===== src/rtl/rob_pkg.sv =====
// rob_pkg: shared constants, instruction-type codes and store-retire FSM
// encoding for the reorder-buffer tag controller.
package rob_pkg;

    localparam int unsigned ROB_DEPTH = 32;
    localparam int unsigned TAG_W     = 5;
    localparam int unsigned CNT_W     = 6;
    localparam int unsigned ITYPE_W   = 2;

    // Instruction-type codes as stored in the reorder buffer
    localparam logic [ITYPE_W-1:0] INST_ALU    = 2'h0;
    localparam logic [ITYPE_W-1:0] INST_LOAD   = 2'h1;
    localparam logic [ITYPE_W-1:0] INST_STORE  = 2'h2;
    localparam logic [ITYPE_W-1:0] INST_BRANCH = 2'h3;

    // Store-retire FSM encoding
    typedef enum logic [1:0] {
        IDLE      = 2'd0,
        STORE_REQ = 2'd1,
        STORE_ACK = 2'd2
    } store_state_e;

endpackage


===== src/rtl/rob_tag_ctrl_if.sv =====
// rob_tag_ctrl_if: bundles the dispatch, retire, store-commit and flush
// signals of the tag controller.
//   master : pipeline / buffer / store-buffer side (drives requests and acks)
//   slave  : the tag controller itself
interface rob_tag_ctrl_if
    import rob_pkg::*;
();
    logic                 flush_valid;
    logic                 dispatch_req;
    logic                 dispatch_stall;
    logic                 dispatch_valid;
    logic [TAG_W-1:0]     dispatch_rd_tag;
    logic                 retire_tag_ready;
    logic [TAG_W-1:0]     retire_tag;
    logic [ITYPE_W-1:0]   retire_inst_type;
    logic                 retire_acknowledge;
    logic                 retire_store_ack;
    logic                 store_commit_req;
    logic [TAG_W-1:0]     store_commit_tag;
    logic                 store_commit_done;
    logic [CNT_W-1:0]     rob_count;

    modport master (
        output flush_valid, dispatch_req, retire_inst_type,
               retire_acknowledge, store_commit_done,
        input  dispatch_stall, dispatch_valid, dispatch_rd_tag,
               retire_tag_ready, retire_tag, retire_store_ack,
               store_commit_req, store_commit_tag, rob_count
    );

    modport slave (
        input  flush_valid, dispatch_req, retire_inst_type,
               retire_acknowledge, store_commit_done,
        output dispatch_stall, dispatch_valid, dispatch_rd_tag,
               retire_tag_ready, retire_tag, retire_store_ack,
               store_commit_req, store_commit_tag, rob_count
    );

endinterface


===== src/rtl/rob_wrap_ptr.sv =====
// rob_wrap_ptr: 5-bit circular pointer; clear has priority over increment,
// and the increment wraps 31 -> 0 by natural overflow.
//   clock, nreset : clock, async active-low reset
//   i_clr         : synchronous clear to 0
//   i_inc         : advance by one
//   o_ptr         : current pointer value
module rob_wrap_ptr
    import rob_pkg::*;
(
    input  logic             clock,
    input  logic             nreset,
    input  logic             i_clr,
    input  logic             i_inc,
    output logic [TAG_W-1:0] o_ptr
);

    logic [TAG_W-1:0] r_ptr;

    always_ff @(posedge clock or negedge nreset) begin
        if (!nreset) begin
            r_ptr <= '0;
        end else if (i_clr) begin
            r_ptr <= '0;
        end else if (i_inc) begin
            r_ptr <= r_ptr + TAG_W'(1);
        end
    end

    assign o_ptr = r_ptr;

endmodule


===== src/rtl/rob_tag_ctrl.sv =====
// rob_tag_ctrl: allocates destination tags at dispatch, tracks the oldest
// in-flight tag for retirement and sequences store commits with the store
// buffer before the head store entry is released.
//   clock, nreset : clock, async active-low reset
//   bus (slave)   : dispatch / retire / store-commit / flush handshakes
module rob_tag_ctrl
    import rob_pkg::*;
#(
    parameter int unsigned          DEPTH      = ROB_DEPTH,
    parameter logic [ITYPE_W-1:0]   INST_STORE = rob_pkg::INST_STORE
)(
    input  logic            clock,
    input  logic            nreset,
    rob_tag_ctrl_if.slave   bus
);

    logic [TAG_W-1:0] w_head;
    logic [TAG_W-1:0] w_tail;
    logic [CNT_W-1:0] r_count;
    store_state_e     r_state;
    store_state_e     w_state_nxt;

    logic w_full;
    logic w_empty;
    logic w_dispatch_valid;
    logic w_retire_ready;
    logic w_store_ack;
    logic w_retire;

    // Occupancy decodes from registered count only, so a retire while full
    // frees the slot for dispatch one cycle later.
    assign w_full  = (r_count == CNT_W'(DEPTH));
    assign w_empty = (r_count == '0);

    assign w_dispatch_valid = bus.dispatch_req && !w_full && !bus.flush_valid;
    assign w_retire_ready   = !w_empty && (r_state == IDLE);
    assign w_store_ack      = (r_state == STORE_ACK);
    assign w_retire         = (bus.retire_acknowledge && w_retire_ready) || w_store_ack;

    // Head and tail pointers; flush clears both
    rob_wrap_ptr u_head_ptr (
        .clock  (clock),
        .nreset (nreset),
        .i_clr  (bus.flush_valid),
        .i_inc  (w_retire),
        .o_ptr  (w_head)
    );

    rob_wrap_ptr u_tail_ptr (
        .clock  (clock),
        .nreset (nreset),
        .i_clr  (bus.flush_valid),
        .i_inc  (w_dispatch_valid),
        .o_ptr  (w_tail)
    );

    // Occupancy counter; simultaneous dispatch and retire cancel out
    always_ff @(posedge clock or negedge nreset) begin
        if (!nreset) begin
            r_count <= '0;
        end else if (bus.flush_valid) begin
            r_count <= '0;
        end else if (w_dispatch_valid && !w_retire) begin
            r_count <= r_count + CNT_W'(1);
        end else if (!w_dispatch_valid && w_retire) begin
            r_count <= r_count - CNT_W'(1);
        end
    end

    // Store-retire FSM state register
    always_ff @(posedge clock or negedge nreset) begin
        if (!nreset) begin
            r_state <= IDLE;
        end else begin
            r_state <= w_state_nxt;
        end
    end

    // Store-retire FSM next state; flush abandons any commit in progress
    always_comb begin
        w_state_nxt = r_state;
        if (bus.flush_valid) begin
            w_state_nxt = IDLE;
        end else begin
            case (r_state)
                IDLE: begin
                    if (!w_empty && (bus.retire_inst_type == INST_STORE)) begin
                        w_state_nxt = STORE_REQ;
                    end
                end
                STORE_REQ: begin
                    if (bus.store_commit_done) begin
                        w_state_nxt = STORE_ACK;
                    end
                end
                STORE_ACK: begin
                    w_state_nxt = IDLE;
                end
                default: begin
                    w_state_nxt = IDLE;
                end
            endcase
        end
    end

    assign bus.dispatch_stall   = w_full;
    assign bus.dispatch_valid   = w_dispatch_valid;
    assign bus.dispatch_rd_tag  = w_tail;
    assign bus.retire_tag_ready = w_retire_ready;
    assign bus.retire_tag       = w_head;
    assign bus.retire_store_ack = w_store_ack;
    assign bus.store_commit_req = (r_state == STORE_REQ);
    assign bus.store_commit_tag = w_head;
    assign bus.rob_count        = r_count;

endmodule


===== src/flat_wrapper.sv =====
// flat-port wrapper written by rule: the top's interface ports become plain ports
module rob_tag_ctrl_flat import rob_pkg::*;
#(
    parameter int unsigned          DEPTH      = ROB_DEPTH,
    parameter logic [ITYPE_W-1:0]   INST_STORE = rob_pkg::INST_STORE
)
  (clock, nreset, bus_flush_valid, bus_dispatch_req, bus_retire_inst_type, bus_retire_acknowledge, bus_store_commit_done, bus_dispatch_stall, bus_dispatch_valid, bus_dispatch_rd_tag, bus_retire_tag_ready, bus_retire_tag, bus_retire_store_ack, bus_store_commit_req, bus_store_commit_tag, bus_rob_count);
  rob_tag_ctrl_if bus_i ();
  input  logic clock;
  input  logic nreset;
  input wire logic [$bits(bus_i.flush_valid)-1:0] bus_flush_valid;
  input wire logic [$bits(bus_i.dispatch_req)-1:0] bus_dispatch_req;
  input wire logic [$bits(bus_i.retire_inst_type)-1:0] bus_retire_inst_type;
  input wire logic [$bits(bus_i.retire_acknowledge)-1:0] bus_retire_acknowledge;
  input wire logic [$bits(bus_i.store_commit_done)-1:0] bus_store_commit_done;
  output wire logic [$bits(bus_i.dispatch_stall)-1:0] bus_dispatch_stall;
  output wire logic [$bits(bus_i.dispatch_valid)-1:0] bus_dispatch_valid;
  output wire logic [$bits(bus_i.dispatch_rd_tag)-1:0] bus_dispatch_rd_tag;
  output wire logic [$bits(bus_i.retire_tag_ready)-1:0] bus_retire_tag_ready;
  output wire logic [$bits(bus_i.retire_tag)-1:0] bus_retire_tag;
  output wire logic [$bits(bus_i.retire_store_ack)-1:0] bus_retire_store_ack;
  output wire logic [$bits(bus_i.store_commit_req)-1:0] bus_store_commit_req;
  output wire logic [$bits(bus_i.store_commit_tag)-1:0] bus_store_commit_tag;
  output wire logic [$bits(bus_i.rob_count)-1:0] bus_rob_count;
  assign bus_i.flush_valid = bus_flush_valid;
  assign bus_i.dispatch_req = bus_dispatch_req;
  assign bus_i.retire_inst_type = bus_retire_inst_type;
  assign bus_i.retire_acknowledge = bus_retire_acknowledge;
  assign bus_i.store_commit_done = bus_store_commit_done;
  assign bus_dispatch_stall = bus_i.dispatch_stall;
  assign bus_dispatch_valid = bus_i.dispatch_valid;
  assign bus_dispatch_rd_tag = bus_i.dispatch_rd_tag;
  assign bus_retire_tag_ready = bus_i.retire_tag_ready;
  assign bus_retire_tag = bus_i.retire_tag;
  assign bus_retire_store_ack = bus_i.retire_store_ack;
  assign bus_store_commit_req = bus_i.store_commit_req;
  assign bus_store_commit_tag = bus_i.store_commit_tag;
  assign bus_rob_count = bus_i.rob_count;
  rob_tag_ctrl #(.DEPTH(DEPTH), .INST_STORE(INST_STORE)) u_core (.clock(clock), .nreset(nreset), .bus(bus_i));
endmodule

===== config.mk =====
export PLATFORM = sky130hd
export DESIGN_NAME = rob_tag_ctrl_flat
export DESIGN_NICKNAME = d
export VERILOG_FILES = /design/src/rtl/rob_pkg.sv /design/src/rtl/rob_tag_ctrl_if.sv /design/src/rtl/rob_wrap_ptr.sv /design/src/rtl/rob_tag_ctrl.sv /design/src/flat_wrapper.sv
export SDC_FILE = /design/constraint.sdc
export NUM_CORES = 1
export LEC_CHECK = 0
export CAP_MARGIN = 5
export CORE_UTILIZATION = 46
export DETAILED_ROUTE_END_ITERATION = 12
export PLACE_DENSITY = 0.78
export SETUP_SLACK_MARGIN = 0.1
export SYNTH_ARGS = -nofsm -noshare
export SYNTH_HDL_FRONTEND = slang
export SYNTH_SLANG_ARGS = --single-unit
export TNS_END_PERCENT = 1

===== constraint.sdc =====
create_clock -name clock -period 4.15 [get_ports clock]
set_clock_uncertainty 0.2 [all_clocks]
set_input_delay 1.245 -clock clock [delete_from_list [all_inputs] [get_ports clock]]
set_output_delay 1.245 -clock clock [all_outputs]
set_load 0.1 [all_outputs]

After elaboration in Yosys (flattened, before gate mapping)
Index checks and enable logic that the tools add are counted.
{"block": "totals", "wordCells": 44, "output_inout_bits": 26, "register_bits": 18}
{"block": "op_classes", "n_eq_ne": 6, "reduce_logical": 19, "add_sub_neg": 4, "muxes": 11}
{"op": "5-bit 2-to-1 mux", "count": 4}
{"op": "6-bit 2-to-1 mux", "count": 3}
{"op": "5-bit by 1-bit adder with 5-bit output (second input constant)", "count": 2}
{"op": "1-bit logical AND", "count": 7}
{"op": "6-bit by 1-bit adder with 6-bit output (second input constant)", "count": 1}
{"op": "6-bit equality test (second input constant)", "count": 1}
{"op": "6-bit logical NOT", "count": 1}
{"op": "2-bit 2-to-1 mux", "count": 3}
{"op": "3-bit inequality test (second input constant)", "count": 2}
{"op": "6-bit by 1-bit subtractor with 6-bit output (second input constant)", "count": 1}
{"op": "1-bit logical NOT", "count": 5}
{"op": "2-bit equality test (second input constant)", "count": 2}
{"op": "2-bit case mux with 2 select lines", "count": 1}
{"op": "2-bit nonzero test", "count": 2}
{"op": "3-bit nonzero test", "count": 1}
{"op": "2-bit by 1-bit equality test with 1-bit output (second input constant)", "count": 1}
{"op": "2-bit logical NOT", "count": 1}
{"op": "2-bit AND reduction", "count": 1}
{"op": "1-bit logical OR", "count": 1}

Depth between registers and ports, before layout
{"block": "depth", "word_depth": 9, "mapped_depth": 11}

Modules after synthesis
A second synthesis with hierarchy kept.
{"block": "unflattened", "cells_unflattened": 135, "area_unflattened_um2": 1287.5}
{"module": "rob_tag_ctrl", "cells_each": 91, "n_inst": 1, "area_per_inst_um2": 782.0}
{"module": "rob_wrap_ptr", "cells_each": 22, "n_inst": 2, "area_per_inst_um2": 252.7}

Least setup slack after synthesis
Ideal clock, no wire load.
{"block": "synth_path", "path_kind": "flip-flop to output port", "startpoint": "register u_core.r_count[0] (netlist: u_core.bus.rob_count[0])", "endpoint": "output bus_dispatch_stall", "t_required_ns": 2.705, "n_path_buf": 0, "stages_incl_launch_ff": 3, "arrival_ns": 3.519, "path_slack_ns": -0.814, "cell_sequence": "dfrtp_1 or4_4 nor3_1"}
{"block": "synth_via", "elab_chain_len": 1}
{"item": "start, declared", "line": "rob_tag_ctrl.sv:19", "rtl": "logic [CNT_W-1:0] r_count;"}
{"item": "start signal, assigned", "line": "rob_tag_ctrl.sv:64", "rtl": "r_count <= r_count + CNT_W'(1);"}
{"item": "start signal, assigned", "line": "rob_tag_ctrl.sv:66", "rtl": "r_count <= r_count - CNT_W'(1);"}
{"item": "6-bit equality test", "line": "rob_tag_ctrl.sv:32", "rtl": "assign w_full = (r_count == CNT_W'(DEPTH));"}
{"item": "end, declared", "line": "flat_wrapper.sv:16", "rtl": "output wire logic [$bits(bus_i.dispatch_stall)-1:0] bus_dispatch_stall;"}
No other way between the ends.

Final worst setup path
{"block": "layout_path", "startpoint": "input bus_retire_acknowledge", "endpoint": "register u_core.r_count[5] (netlist: u_core.bus.rob_count[5])"}
{"block": "layout_via", "elab_chain_len": 6, "elab_cells_between_ends": 8, "cone_classes": "2 x mux; 6 x reduce/logical"}
{"item": "start, declared", "line": "flat_wrapper.sv:14", "rtl": "input wire logic [$bits(bus_i.retire_acknowledge)-1:0] bus_retire_acknowledge;"}
{"item": "1-bit logical AND (*)", "line": "rob_tag_ctrl.sv:38", "rtl": "assign w_retire = (bus.retire_acknowledge && w_retire_ready) || w_store_ack;"}
{"item": "1-bit logical OR (*)", "line": "rob_tag_ctrl.sv:38"}
{"item": "1-bit logical NOT", "line": "rob_tag_ctrl.sv:63", "rtl": "end else if (w_dispatch_valid && !w_retire) begin"}
{"item": "1-bit logical AND", "line": "rob_tag_ctrl.sv:63"}
{"item": "6-bit 2-to-1 mux", "line": "rob_tag_ctrl.sv:63"}
{"item": "6-bit 2-to-1 mux", "line": "rob_tag_ctrl.sv:61", "rtl": "end else if (bus.flush_valid) begin"}
Every way passes the cells marked *; elsewhere a longest branch is shown, timed or not.
A chain may end at the register's enable or synchronous reset.

==> results.yml <==
clock_tree:
  htree_levels: 1
  clkTransAtPathRegs_ns: 0.10
  cts_root_buf: "clkbuf_4"
  cts_buffers: 3
  clock-sinks: 18
  post_cts_buffers: 0
  cts_tree: "built"
  insertion_delay_ns: 0.29
  clockBufferDepth: 2
placed_design:
  port-buffer-count: 33
  gp_congestion: 0.766
  place_ws_ns: -0.135
  place.detailed.hpwl_um: 1920
layout:
  nNetsFinal: 169
  antenna_cells: 0
  areaGrowthSynthToFinish_pct: 31.0
  multiInputGateArea_um2: 642
  final-seq-area_um2: 450
  drive_gt1_frac: 0.307
  final.fill_count: 185
worst_setup_path:
  cp.required_ns: 4.14
  critPathTopFamily: "compound AO/OA/AOI/OAI gates"
  critPathMaxStageDelay_ns: 0.49
  r2r_slack_ns: 0.93
  r2r_end: "u_core.bus.rob_count[5]"
  r2r_cells: 9
  cp_data_arrival_time_ns: 3.92
  worst-path-buf-inv: 1
  critPathSlowestCell: "or3_2"
  cp_max_fo: 5
  cp_cell_sequence: "clkdlybuf4s50_1 > o21ba_2 > a21boi_2 > or3_2 > ha_1 > a211oi_2 > o21bai_1 > a21oi_2 > mux2i_1 > mux2_1"
  reg2reg_from: "u_core.bus.rob_count[0]"
  cp-start-kind: "input port"
  worst_setup_path_end_kind: "register"
  worstSetupPathType: "in -> reg"
floorplan:
  ios: 34
  initial_core_util: 0.505
  design.die.area_um2: 2700
  std_cell_rows: 17
  core_area_um2: 2280
  fp.dieW_um: 52.0
  chipHeight_um: 52.0
drt:
  routedWlPerCell_um: 14.0
  wl_um: 2540
  vias_per_cell: 5.43
  ant_nets: 0
  drtIter0Drc: 19
  drc: 0
  first_pass_iters: 4
  route.vias.total: 982
sta:
  holdWs_ns: 0.363
  finalCritPeriodShare: 0.947
  max_freq_mhz: 254
  worstMarginPinSlew_ns: 0.830
  setup_viol: 0
  layout_min_cycle_time_ns: 3.93
  fin_ws_ns: 0.218
  maxSlewViolCount: 0
  rsz0062_at_grt: "no"
  relSlewSlack: 0.445
  hold_viol: 0
logic_synthesis:
  seq_area_frac_synth: 0.392
  avgSynthCellArea_um2: 9.65
  synth_nets: 134
  synth-seq-cells: 18
  synth.cell_area_um2: 1150
  ys_types: 36
  synth_warnings: 0
  syn_inst: 119
grt:
  grt_pass1_vias: 934
  grt_max_degree: 22
  antenna_found_initial: 0
  grt_pass1_wl_um: 4180
  track_usage: 0.210
  gr-total-overflow: 0
min_path:
  worst_hold_path.num_cells: 2
  hp-class: "reg -> reg"
  holdPathEnd: "u_core.u_tail_ptr.o_ptr[4]"
  min_from: "u_core.u_tail_ptr.o_ptr[4]"
run_status:
  status: "finished clean"
run:
  cap_violations: 0
==> flip-flops by register name, summed over array words and instances (netlist names) <==
register	count
u_core.u_tail_ptr.o_ptr	5
u_core.r_state	2
u_core.u_head_ptr.o_ptr	5
u_core.bus.rob_count	6
==> worst reg2reg max path, stage by stage, from the launching register on <==
cell      delay, ns
dfrtp_1        0.48
nor3_1         0.45
a21boi_2       0.11
or3_2          0.49
ha_1           0.34
a211oi_2       0.21
o21bai_1       0.13
a21oi_2        0.16
mux2i_1        0.22
mux2_1         0.33
==> cells in the final DEF, fill, tap and decap left out, types with 2 or more instances in the layout <==
cell,count
buf_4,30
nor2_1,18
dfrtp_1,18
inv_1,7
xor2_1,7
clkdlybuf4s50_1,7
nand2_1,6
ha_1,6
xnor2_1,5
a21oi_1,5
nor3_1,4
mux2i_1,4
nand4_1,4
clkbuf_4,3
nor3_2,2
nor2b_1,2
==> stage by stage <==
stage	TNS, ns	area, um^2	instances	util
after floorplan	-0.209	1160	119	-
after global placement	0	1460	177	0.642
after detailed placement	-0.135	1460	177	0.642
after CTS	0	1500	181	0.658
after global routing	0	1510	181	0.661
final	0	1510	181	0.661
==> worst max-delay path by stage <==
stage | startpoint | end | slack [ns] | depth (start not counted)
floorplan | bus_flush_valid | bus_dispatch_valid | -0.21 | 3
global placement | bus_retire_acknowledge | u_core.bus.rob_count[5] | 0.003 | 10
detailed placement | bus_retire_acknowledge | u_core.bus.rob_count[5] | -0.13 | 10
CTS | bus_retire_acknowledge | u_core.bus.rob_count[5] | 0.19 | 10
global route | bus_retire_acknowledge | u_core.bus.rob_count[5] | 0.13 | 10
finish | bus_retire_acknowledge | u_core.bus.rob_count[5] | 0.22 | 10
==> logic make-up (layout without fill, tap and decap cells) <==
kind of cell	Yosys count	after routing	synth area share
DFF	18	18	0.392
muxes	5	5	0.0447
AOI/OAI and AO/OA	19	19	0.139
adders and majority gates	7	7	0.0828
xor gates and xnor gates	12	12	0.0915
and+or+nand+nor	43	43	0.184
buffers and inverters	15	49	0.0654
==> per-layer routing <==
| layer | track usage | vias to the layer above | share of wire |
|---|---|---|---|
| li1 | - | 474 | - |
| met1 | 0.264 | 476 | 0.42 |
| met2 | 0.359 | 28 | 0.52 |
| met3 | 0.0380 | 4 | 0.044 |
| met4 | 0.0676 | 0 | 0.012 |
| met5 | 0 | - | 0 |
==> what timing repair did <==
action / 4_1_cts / 5_1_grt
gates resized for setup: 0 / 2
hold buffers: 0 / 0
endpoints found under the setup margin: 0 / 1
hold endpoints to repair: 0 / 0
==> cells in the mapped netlist <==
cell type / count / share of area
buf_4: 5 / 0.033
o31ai_4: 1 / 0.019
or4_4: 1 / 0.0098
mux2i_1: 4 / 0.035
a32oi_1: 1 / 0.0076
nor3_1: 6 / 0.026
o21bai_1: 1 / 0.0065
nand2_1: 6 / 0.020
and2_1: 1 / 0.0055
a21o_2: 1 / 0.0076
or3_2: 1 / 0.0065
o21ba_2: 1 / 0.0087
nand3b_1: 1 / 0.0065
nand4_1: 4 / 0.022
nor2_1: 18 / 0.059
inv_1: 7 / 0.023
nor2b_1: 2 / 0.011
o21ai_0: 1 / 0.0044
xnor2_1: 5 / 0.038
clkbuf_1: 3 / 0.0098
mux2_1: 1 / 0.0098
a21o_1: 1 / 0.0065
ha_1: 6 / 0.065
nor4b_1: 1 / 0.0076
nor4_1: 1 / 0.0055
or2_0: 1 / 0.0055
a21oi_1: 6 / 0.026
o31ai_1: 1 / 0.0065
fa_1: 1 / 0.017
a31oi_2: 1 / 0.011
a21boi_2: 1 / 0.0098
o221ai_2: 1 / 0.013
xor2_1: 7 / 0.053
a211oi_1: 1 / 0.0065
o211ai_1: 1 / 0.0065
dfrtp_1: 18 / 0.39
==> cell type report <==
type | count | area share
inverters | 7 | 0.0175
well taps | 28 | 0.0233
flip-flops and latches | 18 | 0.299
multi-input cells | 86 | 0.426
repair buffers | 38 | 0.209
clock buffers | 4 | 0.0241
Power is left out: the tool's default activity adds up to more than one toggle a clock period on the data nets, which glitch-free logic cannot reach.
